### src/rtl/tinynpu_pkg.sv
// Shared TinyNPU types and default datapath widths.
// Used by the MAC-side output stage and its requantizer lanes.
package tinynpu_pkg;

    typedef enum logic {
        ST_IDLE  = 1'b0,
        ST_DRAIN = 1'b1
    } drain_state_e;

    localparam int NPU_SIZE   = 4;
    localparam int NPU_ACC_W  = 32;
    localparam int NPU_DATA_W = 16;
    localparam int NPU_FRAC_W = 8;

    // Index width that stays legal for a single-column array.
    function automatic int idx_width(input int n);
        return (n > 1) ? $clog2(n) : 1;
    endfunction

endpackage

### src/rtl/tinynpu_requant.sv
// One requantizer lane: floor shift, signed saturation, optional ReLU.
// Purely combinational, zero latency, no flow control.
module tinynpu_requant
    import tinynpu_pkg::*;
#(
    parameter int ACC_W  = NPU_ACC_W,
    parameter int DATA_W = NPU_DATA_W,
    parameter int FRAC_W = NPU_FRAC_W
) (
    input  logic [ACC_W-1:0]  acc_i,
    input  logic              relu_en_i,
    output logic [DATA_W-1:0] res_o
);

    // Output range expressed at accumulator width so the compare is exact.
    localparam logic signed [ACC_W-1:0] MAX_V = {{(ACC_W-DATA_W+1){1'b0}}, {(DATA_W-1){1'b1}}};
    localparam logic signed [ACC_W-1:0] MIN_V = ~MAX_V;

    logic signed [ACC_W-1:0] shifted;
    logic [DATA_W-1:0]       sat;

    always_comb begin
        shifted = $signed(acc_i) >>> FRAC_W;
        if (shifted > MAX_V) begin
            sat = {1'b0, {(DATA_W-1){1'b1}}};
        end else if (shifted < MIN_V) begin
            sat = {1'b1, {(DATA_W-1){1'b0}}};
        end else begin
            sat = shifted[DATA_W-1:0];
        end
        res_o = (relu_en_i && sat[DATA_W-1]) ? '0 : sat;
    end

endmodule

### src/rtl/tinynpu_ostream_drain.sv
// Captures SIZE requantized accumulators on a strobe and streams them out one per val/rdy transfer.
// First element valid one cycle after capture; holds under backpressure; strobes during a drain are dropped and flagged.
module tinynpu_ostream_drain
    import tinynpu_pkg::*;
#(
    parameter int SIZE   = NPU_SIZE,
    parameter int ACC_W  = NPU_ACC_W,
    parameter int DATA_W = NPU_DATA_W,
    parameter int FRAC_W = NPU_FRAC_W,
    parameter int IDX_W  = idx_width(SIZE)
) (
    input  logic                       clk,
    input  logic                       rst,
    input  logic                       c2d_ostream_req,
    input  logic [SIZE-1:0][ACC_W-1:0] mac_ostream_data,
    input  logic                       relu_en,
    output logic [DATA_W-1:0]          ostream_msg,
    output logic [IDX_W-1:0]           ostream_idx,
    output logic                       ostream_last,
    output logic                       ostream_val,
    input  logic                       ostream_rdy,
    output logic                       d2c_ostream_busy,
    output logic                       overrun,
    input  logic                       overrun_clr
);

    localparam logic [IDX_W-1:0] LAST_IDX = IDX_W'(SIZE - 1);

    drain_state_e      state_q, state_d;
    logic [IDX_W-1:0]  idx_q, idx_d;
    logic              overrun_q, overrun_d;
    logic [DATA_W-1:0] elem_q [SIZE];
    logic [DATA_W-1:0] lane_res [SIZE];

    logic xfer;
    logic at_last;
    logic last_xfer;
    logic capture;
    logic drop;

    for (genvar gi = 0; gi < SIZE; gi++) begin : g_lane
        tinynpu_requant #(
            .ACC_W (ACC_W),
            .DATA_W(DATA_W),
            .FRAC_W(FRAC_W)
        ) u_requant (
            .acc_i    (mac_ostream_data[gi]),
            .relu_en_i(relu_en),
            .res_o    (lane_res[gi])
        );
    end

    always_comb begin
        xfer      = ostream_val && ostream_rdy;
        at_last   = (idx_q == LAST_IDX);
        last_xfer = xfer && at_last;
        // The final transfer frees the buffer, so a strobe in that cycle is accepted.
        capture   = c2d_ostream_req && ((state_q == ST_IDLE) || last_xfer);
        drop      = c2d_ostream_req && (state_q == ST_DRAIN) && !last_xfer;

        state_d = state_q;
        idx_d   = idx_q;
        if (capture) begin
            state_d = ST_DRAIN;
            idx_d   = '0;
        end else if (xfer) begin
            if (at_last) begin
                state_d = ST_IDLE;
                idx_d   = '0;
            end else begin
                idx_d = idx_q + IDX_W'(1);
            end
        end

        if (drop) begin
            overrun_d = 1'b1;
        end else if (overrun_clr) begin
            overrun_d = 1'b0;
        end else begin
            overrun_d = overrun_q;
        end
    end

    always_ff @(posedge clk) begin
        if (rst) begin
            state_q   <= ST_IDLE;
            idx_q     <= '0;
            overrun_q <= 1'b0;
        end else begin
            state_q   <= state_d;
            idx_q     <= idx_d;
            overrun_q <= overrun_d;
        end
    end

    // Buffer contents are irrelevant while idle, so it carries no reset.
    always_ff @(posedge clk) begin
        if (capture) begin
            for (int i = 0; i < SIZE; i++) begin
                elem_q[i] <= lane_res[i];
            end
        end
    end

    assign ostream_val      = (state_q == ST_DRAIN);
    assign d2c_ostream_busy = (state_q == ST_DRAIN);
    assign ostream_idx      = idx_q;
    assign ostream_msg      = elem_q[idx_q];
    assign ostream_last     = ostream_val && at_last;
    assign overrun          = overrun_q;

endmodule

### config.mk
export PLATFORM = sky130hd
export DESIGN_NAME = tinynpu_ostream_drain
export DESIGN_NICKNAME = d
export VERILOG_FILES = /design/src/rtl/tinynpu_pkg.sv /design/src/rtl/tinynpu_requant.sv /design/src/rtl/tinynpu_ostream_drain.sv
export SDC_FILE = /design/constraint.sdc
export NUM_CORES = 1
export LEC_CHECK = 0
export CORE_MARGIN = 2
export CORE_UTILIZATION = 40
export DETAILED_ROUTE_END_ITERATION = 10
export PLACE_DENSITY = 0.81
export SYNTH_ARGS = -nofsm -noshare
export SYNTH_HDL_FRONTEND = slang
export SYNTH_HIERARCHICAL = 1
export SYNTH_SLANG_ARGS = --single-unit
### constraint.sdc
create_clock -name clk -period 3 [get_ports clk]
set_input_delay 0.9 -clock clk [delete_from_list [all_inputs] [get_ports clk]]
set_output_delay 0.9 -clock clk [all_outputs]
set_load 0.05 [all_outputs]
==> impl_metrics.tcl <==
set metrics [dict create \
    status "completed" \
    syn-num-nets 405 \
    place_area_um2 5280 \
    seq_area_frac_synth_pct 51.9 \
    criticalPathCategory "register to output port" \
    synthArstFlopShare_pct 0 \
    powerDensity_nw_per_um2 449 \
    cts_tree "yes" \
    final_common_cell "clkdlybuf4s50_1" \
    setup_violations 0 \
    clock_skew_ns 0.0112 \
    cp.required_ns 2.10 \
    core_area_um2 9640 \
    placementRows 36 \
    critPathMaxStageDelay_ns 0.80 \
    ys_ff_latch 70 \
    globalplace.congestion 0.808 \
    die_area_um2 10600 \
    hp-class "register to register" \
    synth_ff_type "edfxtp_1" \
    grt_pass1_wl_um 15400 \
    slew_violations 0 \
    relSlewSlack_pct 54.7 \
    cts_resized 0 \
    drc_errors 0 \
    grt_usage_pct 19.7 \
    final_cell_mix "clkdlybuf4s50_1, edfxtp_1, nand2b_1, o211a_1, buf_4" \
    synth_edf_count 64 \
    worstSkewPairLatency_ns 0.35 \
    syn_area_um2 3930 \
    clockRootBuffer "clkbuf_8" \
    final_nets 536 \
    drtIter0Drc 114 \
    ios 156 \
    rsz0062_at_grt "no" \
    cts.sinks 70 \
    peakVddDrop_mv 0.264 \
    worstSetupEndpointType "output port" \
    diodes 0 \
    design_area_um2 5490 \
    power.total_uw 2470 \
    drt-total-wl_um 10200 \
    netlist_instances 270 \
    tightest_slew_ns 0.678 \
    postSynthAreaPerCell_um2 14.6 \
    antenna_found_initial 0 \
    hold_violations 0 \
    critPathLaunchType "register" \
    synth_cell_types 28 \
    cp.arrival_ns 1.86 \
    maxCapViolations 0 \
    grt_pass1_vias 3037 \
    grt_overflow_total 0 \
    num_vias 2936 \
    grt_max_degree 65 \
    die_width_um 103 \
    htree_levels 3 \
    cts_buffers 9 \
    crit_chain "ha_1 > and2_1 > clkdlybuf4s50_1" \
    timing.final.crit_share_pct 92.0 \
    first_pass_iters 4 \
    cpMaxStageDelayCell "clkdlybuf4s50_1" \
    fmax_ghz 0.362 \
    ant_nets 0 \
    cts_buffer_depth 2 \
    post_cts_buffers 0 \
    viasPerCell 5.45 \
    die_height_um 103 \
    clkTransAtPathRegs_ns 0.08 \
    fin_tns_setup_ns 0 \
    dp_hpwl_um 7440 \
    wl_per_cell_um 18.9 \
    drive_above_1_share_pct 16.7 \
    port_buffers 123 \
    final.min_clock_period_ns 2.76 \
    power_leakage_uw 0.00221 \
    start_util_pct 40.8 \
    syn_to_final_growth_pct 39.7 \
    hold_buffers 0 \
    yosysWarningCount 6 \
    cp_max_fo 5 \
]
[metal layers]
metal	share of wire, %	routed length [um]	up-vias	GRT usage [%]
met5	0	0	-	0
met1	39	3990	1448	23.4
li1	-	-	1356	-
met3	6.3	639	19	3.86
met2	52	5310	113	34.7
met4	2.3	236	0	8.60
[layout make-up]
cell class | instances | area, um2
fill | 803 | 4150
sequential | 70 | 2040
multi-input combinational | 178 | 1740
timing repair buffer | 137 | 1310
tap | 133 | 166
clock buffer | 9 | 124
clock inverter | 7 | 88.8
inverter | 5 | 18.8
[critical path, delay by kind of cell, from the launching register on]
| kind | cells | cell delay, ns |
|---|---|---|
| fa+ha+maj | 1 | 0.20 |
| buf+inv | 1 | 0.80 |
| simple gates | 1 | 0.13 |
| flops | 1 | 0.39 |
[path summary, 6_finish.rpt]
kind                                     start        endpoint  slack [ns]  cells past startpoint
worst min-delay path            ostream_idx[0]  ostream_idx[0]        0.59                      2
worst max-delay path            ostream_idx[0]    ostream_last        0.24                      3
worst min register to register  ostream_idx[0]  ostream_idx[0]        0.59                      2
worst max register to register  ostream_idx[0]    elem_q[2][5]        1.39                      4
[per-stage QoR]
step	hold slack (ns)	setup WS (ns)	instances	util, %
after floorplan	0.765	0.677	270	-
after global placement	0.568	0.297	523	54.8
after detailed placement	0.590	0.265	523	54.8
after CTS	0.599	0.202	539	57.0
after global routing	0.621	0.167	539	57.0
final	0.589	0.241	539	57.0
[Yosys cell counts (all sizes together), types with 2 or more instances]
| library cell | instances | area share, % |
|---|---|---|
| mux4 | 16 | 9.7 |
| nand2b | 60 | 9.5 |
| clkbuf | 4 | 0.38 |
| inv | 5 | 0.48 |
| nor2b | 4 | 0.64 |
| o211a | 60 | 15 |
| and2 | 2 | 0.32 |
| a21bo | 2 | 0.51 |
| nor4 | 8 | 1.3 |
| o41ai | 4 | 2.8 |
| or3b | 2 | 0.45 |
| nand4 | 4 | 1.3 |
| nand2 | 4 | 0.38 |
| buf | 13 | 2.9 |
| dfxtp | 6 | 3.1 |
| nand3 | 5 | 0.64 |
| edfxtp | 64 | 49 |
[registers in the layout (all words and copies together) (netlist names), named ones only]
register	flops
overrun	1
ostream_idx	2
d2c_ostream_busy	1
elem_q	64
[where the power goes]
part           total, uW  switching [uW]  internal, uW
Combinational        493             238           255
Sequential          1160            20.3          1140
Clock                819             357           462
[logic make-up (layout without fill, tap and decap cells)]
group	Yosys count	in the layout	share of synthesized area, %
muxes	16	16	9.74
AOI/OAI and AO/OA	70	70	19.3
buffers and inverters	22	158	3.75
DFF	70	70	51.9
adders and majority gates	1	1	0.318
and+or+nand+nor	91	91	15.0
Power figures use the tool's default switching activity.
